**src/rtl/icache_pkg.sv**
```systemverilog
// Shared types and geometry helpers for the direct-mapped instruction cache.
// The line is 32 bytes, filled as four 64-bit beats.
package icache_types;

  typedef enum logic [1:0] {
    IDLE  = 2'd0,
    FETCH = 2'd1,
    FILL  = 2'd2
  } state_t;

  localparam int BEATS       = 4;
  localparam int BEAT_BITS   = 64;
  localparam int LINE_BITS   = 256;
  localparam int OFFSET_BITS = 5;

  function automatic int idx_width(input int num_sets);
    return (num_sets > 1) ? $clog2(num_sets) : 1;
  endfunction

  function automatic int tag_width(input int num_sets);
    return 32 - OFFSET_BITS - idx_width(num_sets);
  endfunction

endpackage

```
**src/rtl/icache_array.sv**
```systemverilog
// Valid/tag/line storage: asynchronous read, synchronous single-set write.
// Only the valid bits are reset; tag and data are don't-care until valid.
module icache_array
  import icache_types::*;
#(
  parameter int NUM_SETS = 8,
  parameter int IDX_W    = idx_width(NUM_SETS),
  parameter int TAG_W    = tag_width(NUM_SETS)
) (
  input  logic                 clk,
  input  logic                 rst,
  input  logic [IDX_W-1:0]     rd_idx,
  output logic                 rd_vld,
  output logic [TAG_W-1:0]     rd_tag,
  output logic [LINE_BITS-1:0] rd_dat,
  input  logic                 wr_en,
  input  logic [IDX_W-1:0]     wr_idx,
  input  logic [TAG_W-1:0]     wr_tag,
  input  logic [LINE_BITS-1:0] wr_dat
);

  logic [NUM_SETS-1:0]  valid_q;
  logic [TAG_W-1:0]     tag_q  [NUM_SETS];
  logic [LINE_BITS-1:0] data_q [NUM_SETS];

  always_ff @(posedge clk or negedge rst) begin
    if (!rst) begin
      valid_q <= '0;
    end else if (wr_en) begin
      valid_q[wr_idx] <= 1'b1;
    end
  end

  always_ff @(posedge clk) begin
    if (wr_en) begin
      tag_q[wr_idx]  <= wr_tag;
      data_q[wr_idx] <= wr_dat;
    end
  end

  assign rd_vld = valid_q[rd_idx];
  assign rd_tag = tag_q[rd_idx];
  assign rd_dat = data_q[rd_idx];

endmodule

```
**src/rtl/icache.sv**
```systemverilog
// Direct-mapped read-only instruction cache: 0-cycle combinational hit,
// miss fetches a 4-beat line and holds inst_mem_resp low until it is installed.
module icache
  import icache_types::*;
#(
  parameter int NUM_SETS = 8
) (
  input  logic        clk,
  input  logic        rst,
  input  logic        inst_mem_read,
  input  logic [31:0] inst_mem_address,
  output logic [31:0] inst_mem_rdata,
  output logic        inst_mem_resp,
  output logic        pmem_read,
  output logic [31:0] pmem_address,
  input  logic [63:0] pmem_rdata,
  input  logic        pmem_resp,
  output logic [31:0] hit_count,
  output logic [31:0] miss_count
);

  localparam int IDX_W = idx_width(NUM_SETS);
  localparam int TAG_W = tag_width(NUM_SETS);

  state_t               state_q, state_d;
  logic [1:0]           beat_q;
  logic [LINE_BITS-1:0] line_q;
  logic [31:0]          pmem_addr_q;
  logic [31:0]          hit_cnt_q;
  logic [31:0]          miss_cnt_q;

  logic [IDX_W-1:0]     addr_idx;
  logic [TAG_W-1:0]     addr_tag;
  logic [2:0]           word_sel;
  logic                 rd_vld;
  logic [TAG_W-1:0]     rd_tag;
  logic [LINE_BITS-1:0] rd_dat;
  logic                 hit;
  logic                 miss_start;
  logic                 beat_vld;
  logic                 unused_addr;

  assign addr_idx    = inst_mem_address[OFFSET_BITS +: IDX_W];
  assign addr_tag    = inst_mem_address[31 -: TAG_W];
  assign word_sel    = inst_mem_address[4:2];
  assign unused_addr = ^inst_mem_address[1:0];

  icache_array #(
    .NUM_SETS (NUM_SETS),
    .IDX_W    (IDX_W),
    .TAG_W    (TAG_W)
  ) u_array (
    .clk    (clk),
    .rst    (rst),
    .rd_idx (addr_idx),
    .rd_vld (rd_vld),
    .rd_tag (rd_tag),
    .rd_dat (rd_dat),
    .wr_en  (state_q == FILL),
    .wr_idx (pmem_addr_q[OFFSET_BITS +: IDX_W]),
    .wr_tag (pmem_addr_q[31 -: TAG_W]),
    .wr_dat (line_q)
  );

  // Hits are only reported from IDLE so a redirect mid-miss never sees a half-built line.
  assign hit        = inst_mem_read && (state_q == IDLE) && rd_vld && (rd_tag == addr_tag);
  assign miss_start = inst_mem_read && (state_q == IDLE) && !hit;
  assign beat_vld   = (state_q == FETCH) && pmem_resp;

  assign inst_mem_resp  = hit;
  assign inst_mem_rdata = rd_dat[{word_sel, 5'b0} +: 32];
  assign pmem_read      = (state_q == FETCH);
  assign pmem_address   = pmem_addr_q;
  assign hit_count      = hit_cnt_q;
  assign miss_count     = miss_cnt_q;

  always_comb begin
    state_d = state_q;
    case (state_q)
      IDLE:    if (miss_start) state_d = FETCH;
      FETCH:   if (beat_vld && (beat_q == 2'd3)) state_d = FILL;
      FILL:    state_d = IDLE;
      default: state_d = IDLE;
    endcase
  end

  always_ff @(posedge clk or negedge rst) begin
    if (!rst) begin
      state_q     <= IDLE;
      beat_q      <= 2'd0;
      pmem_addr_q <= '0;
      hit_cnt_q   <= '0;
      miss_cnt_q  <= '0;
    end else begin
      state_q <= state_d;
      if (miss_start) begin
        pmem_addr_q <= {inst_mem_address[31:OFFSET_BITS], {OFFSET_BITS{1'b0}}};
        beat_q      <= 2'd0;
      end else if (beat_vld) begin
        beat_q <= beat_q + 2'd1;
      end
      if (hit && (hit_cnt_q != '1)) hit_cnt_q <= hit_cnt_q + 32'd1;
      if (miss_start && (miss_cnt_q != '1)) miss_cnt_q <= miss_cnt_q + 32'd1;
    end
  end

  // The assembly buffer needs no reset: it is only written back after all four beats land.
  always_ff @(posedge clk) begin
    if (beat_vld) line_q[{beat_q, 6'b0} +: BEAT_BITS] <= pmem_rdata;
  end

endmodule

```
**config.mk**
```make
export PLATFORM = sky130hd
export DESIGN_NAME = icache
export DESIGN_NICKNAME = d
export VERILOG_FILES = /design/src/rtl/icache_pkg.sv /design/src/rtl/icache_array.sv /design/src/rtl/icache.sv
export SDC_FILE = /design/constraint.sdc
export NUM_CORES = 2
export LEC_CHECK = 0
export BUFFER_PORTS_ARGS = -buffer_cell sky130_fd_sc_hd__buf_4
export CAP_MARGIN = 0
export CORE_UTILIZATION = 55
export CTS_BUF_LIST = sky130_fd_sc_hd__clkbuf_16
export DETAILED_ROUTE_END_ITERATION = 16
export GPL_TIMING_DRIVEN = 0
export PLACE_DENSITY = 0.81
export SLEW_MARGIN = 20
export SYNTH_ARGS = -nofsm -noshare
export SYNTH_HDL_FRONTEND = slang
export SYNTH_SLANG_ARGS = --single-unit
```
**constraint.sdc**
```tcl
create_clock -name clk -period 56.8 [get_ports clk]
set_input_delay 11.36 -clock clk [delete_from_list [all_inputs] [get_ports clk]]
set_output_delay 11.36 -clock clk [all_outputs]
set_load 0.01 [all_outputs]
```
==> key figures <==
Outcome
  – Status: completed

CTS
  – Max clock buf depth: 3
  – Worst-Skew Late Latency: 0.92 ns
  – H-Tree Depth: 4
  – CTS Root Cell: clkbuf_16
  – CTS Buf Count: 231
  – CTS Hold Buffers Added: 0
  – CTS tree: built
  – Post-CTS Setup Inserts: 0
  – Clk pin slew, worst setup/hold paths: 0.06 ns
  – Clk sink count: 2,599
  – CTS resizes: 0

Logic synthesis
  – Portion of netlist area occupied by mux cells: 16.7%
  – Syn. warnings: 0
  – Register area share after synthesis: 78.0%
  – Syn_area_per_cell: 23.3 µm²
  – Commonest cells post-synth: edfxtp_1 (2,496), mux4_2 (681), and2_1 (268)
  – Synth Cell Area: 99,400 µm²
  – Post-synthesis compound-gate area fraction: 0.437%
  – Area contributors post-synth: edfxtp_1 (75%), mux4_2 (15%), dfrtp_1 (2.6%), and2_1 (1.7%), mux2i_1 (0.80%)
  – Post-synth top area share: 75.4%
  – Count leader, synth: edfxtp_1
  – Yosys reg bits: 2,599
  – Post-synth cell types: 57
  – Synth async-reset ratio: 3.96%
  – Post-synthesis simple-gate area fraction: 2.99%
  – Xor/xnor share of the synthesized area: 0.661%
  – Post-Synthesis Cells: 4,266
  – Top_reg_cell synth: edfxtp_1
  – Area leader, netlist: edfxtp_1
  – Adder-Cell Fraction of Synth Area: 0.0881%
  – EDFF count, synth: 2,496
  – Main combinational cell family by area after synthesis: multiplexers

Timing
  – Final worst setup slack: 28.76 ns
  – Slew Viols, Final: 0
  – Tcrit/Tclk final: 49.4%
  – RSZ-0062 raised after global routing: false
  – Actual slew at the worst max-slew pin: 1.35 ns
  – Final setup fails: 0
  – Final critical-path required period: 28.04 ns
  – Fmax: 35.7 MHz
  – Slew HR: 10.1%
  – Worst Skew: 0.0489 ns
  – Final Hold Vio Count: 0
  – Setup total negative slack: 0 ns

Drt
  – Drt total wl: 306,000 µm
  – Drt drc: 0
  – Initial DRC count: 9,821
  – Wire per inst: 39.7 µm
  – Pre-antenna DRT Iters: 6
  – Vias: 54,800
  – Antenna viol nets, final: 0
  – Vias per cell: 7.12

Power and ir drop
  – Peak supply drop: 0.0000304 V
  – Leak: 0.0382 µW
  – Power Density: 38.5 nW/µm²

Cells and area
  – Final Instance Area: 116,000 µm²
  – Final Core Density: 64.6%
  – # nets final: 5,151
  – Multi-input gate area: 20,900 µm²
  – Layout cells sized above 1: 33.8%
  – Final std cells w/o fill: 7,694
  – Register area: 77,500 µm²
  – Syn-to-layout area delta: 16.3%
  – Fill cells: 10,400

Worst setup path
  – Reg2Reg Setup Slack: 53.02 ns
  – R2R Path End: u_array.data_q[1][149]$_DFFE_PP_
  – Max Fanout on Critical Path: 10
  – Startpoint Class: primary input
  – Critical path class: in -> out
  – Crit path from: inst_mem_address[6]
  – R2r worst-path depth: 12
  – Worst path required time: 45.44 ns
  – Setup crit end kind: output pin
  – Worst Setup EP: inst_mem_rdata[17]
  – Reg2reg start: state_q[0]$_DFFE_PN0P_
  – CP Data Arrival Time: 16.68 ns

Job
  – MaxCap Viol Count: 0

Die
  – Die footprint: 182,000 µm²
  – Initial Utilization: 55.5%
  – IO Pins: 230
  – Die Y: 427 µm
  – FP Rows: 155
  – Core Region: 179,000 µm²
  – Die Span X: 427 µm

Global route
  – Largest net degree at the start of global routing: 104
  – GRT Util Overall: 33.3%
  – Global-route wire length before repair: 416,000 µm
  – Global routing usage on met1: 40.5%
  – Grt peak-use layer: met2
  – Via count of the first global-routing pass: 53,300
  – Met2 Resource Use GR: 51.4%
  – Grt total ovfl: 0
  – Antenna violations before repair: 58
  – Met3 Use GR: 10.6%

Place
  – Half-perimeter wire length after detailed placement: 182,000 µm
  – RD Place Congestion: 0.823
  – Setup WS pre-CTS: 29.32 ns
  – Dpl cell area: 108,000 µm²
  – Port Buffers: 217
  – Cells after DPL: 7,165

Min path
  – HP Class: reg -> reg
-- report_power, final --
part           switching [µW]  internal [µW]  total (µW)
clock                     731            901        1630
combinational             311            157         467
sequential               96.9           2250        2350
-- worst min-delay path by stage --
stage | to | start | depth (start not counted)
floorplan | u_array.valid_q[0]$_DFFE_PN0P_ | u_array.valid_q[0]$_DFFE_PN0P_ | 1
global placement | u_array.valid_q[2]$_DFFE_PN0P_ | u_array.valid_q[2]$_DFFE_PN0P_ | 1
detailed placement | u_array.valid_q[2]$_DFFE_PN0P_ | u_array.valid_q[2]$_DFFE_PN0P_ | 1
CTS | u_array.valid_q[2]$_DFFE_PN0P_ | u_array.valid_q[2]$_DFFE_PN0P_ | 1
global route | u_array.valid_q[2]$_DFFE_PN0P_ | u_array.valid_q[2]$_DFFE_PN0P_ | 1
finish | u_array.valid_q[3]$_DFFE_PN0P_ | u_array.valid_q[3]$_DFFE_PN0P_ | 1
-- logic make-up after synthesis --
family / count (synthesis)
DFF: 2599
muxes: 806
and+or+nand+nor: 485
buffers and inverters: 228
xor gates and xnor gates: 75
AOI/OAI and AO/OA: 65
adders and majority gates: 7
other: 1
-- placed cells by master, fill, tap and decap left out, drive strengths merged, types with 27 or more instances in the layout --
cell    count
inv        73
diode      96
buf       636
clkinv     99
nand4      27
mux2i      79
nor3       28
dfrtp     103
and2      268
mux4      681
clkbuf    347
edfxtp   2496
xnor2      48
xor2       27
mux2       46
nand2      44
bufinv     34
-- stage by stage --
stage | total power, µW | hold slack (ns)
finish | 4450 | 0.466
global route | 4510 | 0.488
global placement | 2780 | 0.451
CTS | 4410 | 0.470
detailed placement | 2810 | 0.456
floorplan | 2540 | 0.439
-- area by class of cell --
type                            count  share of cell area [%]
Clock inverter                    199                    1.64
Clock buffer                      233                    5.04
Inverter                           19                  0.0617
Multi-Input combinational cell   1443                    18.1
Timing Repair Buffer              541                    4.46
Sequential cell                  2599                    67.1
Tap cell                         2355                    2.55
Buffer                            209                   0.905
Antenna cell                       96                   0.208
-- worst max-delay path, cell delays in order --
cell,delay [ns]
buf_2,0.20
buf_2,0.39
buf_2,0.55
buf_2,0.38
clkbuf_1,0.87
clkbuf_1,0.83
mux4_2,0.43
mux4_2,0.54
mux2i_1,0.53
o21ai_0,0.33
buf_4,0.23
-- layer usage --
metal	up-vias	routed length, µm
met5	-	383
met4	44	24700
met3	1450	45000
met2	6128	142000
met1	27600	93300
li1	19500	-
-- sequential cells by signal, summed over array words and instances, names as in the netlist, 8 cells and up --
name / cells
hit_count: 32
line_q: 256
miss_count: 32
pmem_address: 27
u_array.data_q: 2048
u_array.tag_q: 192
u_array.valid_q: 8
Power figures use the tool's default switching activity.
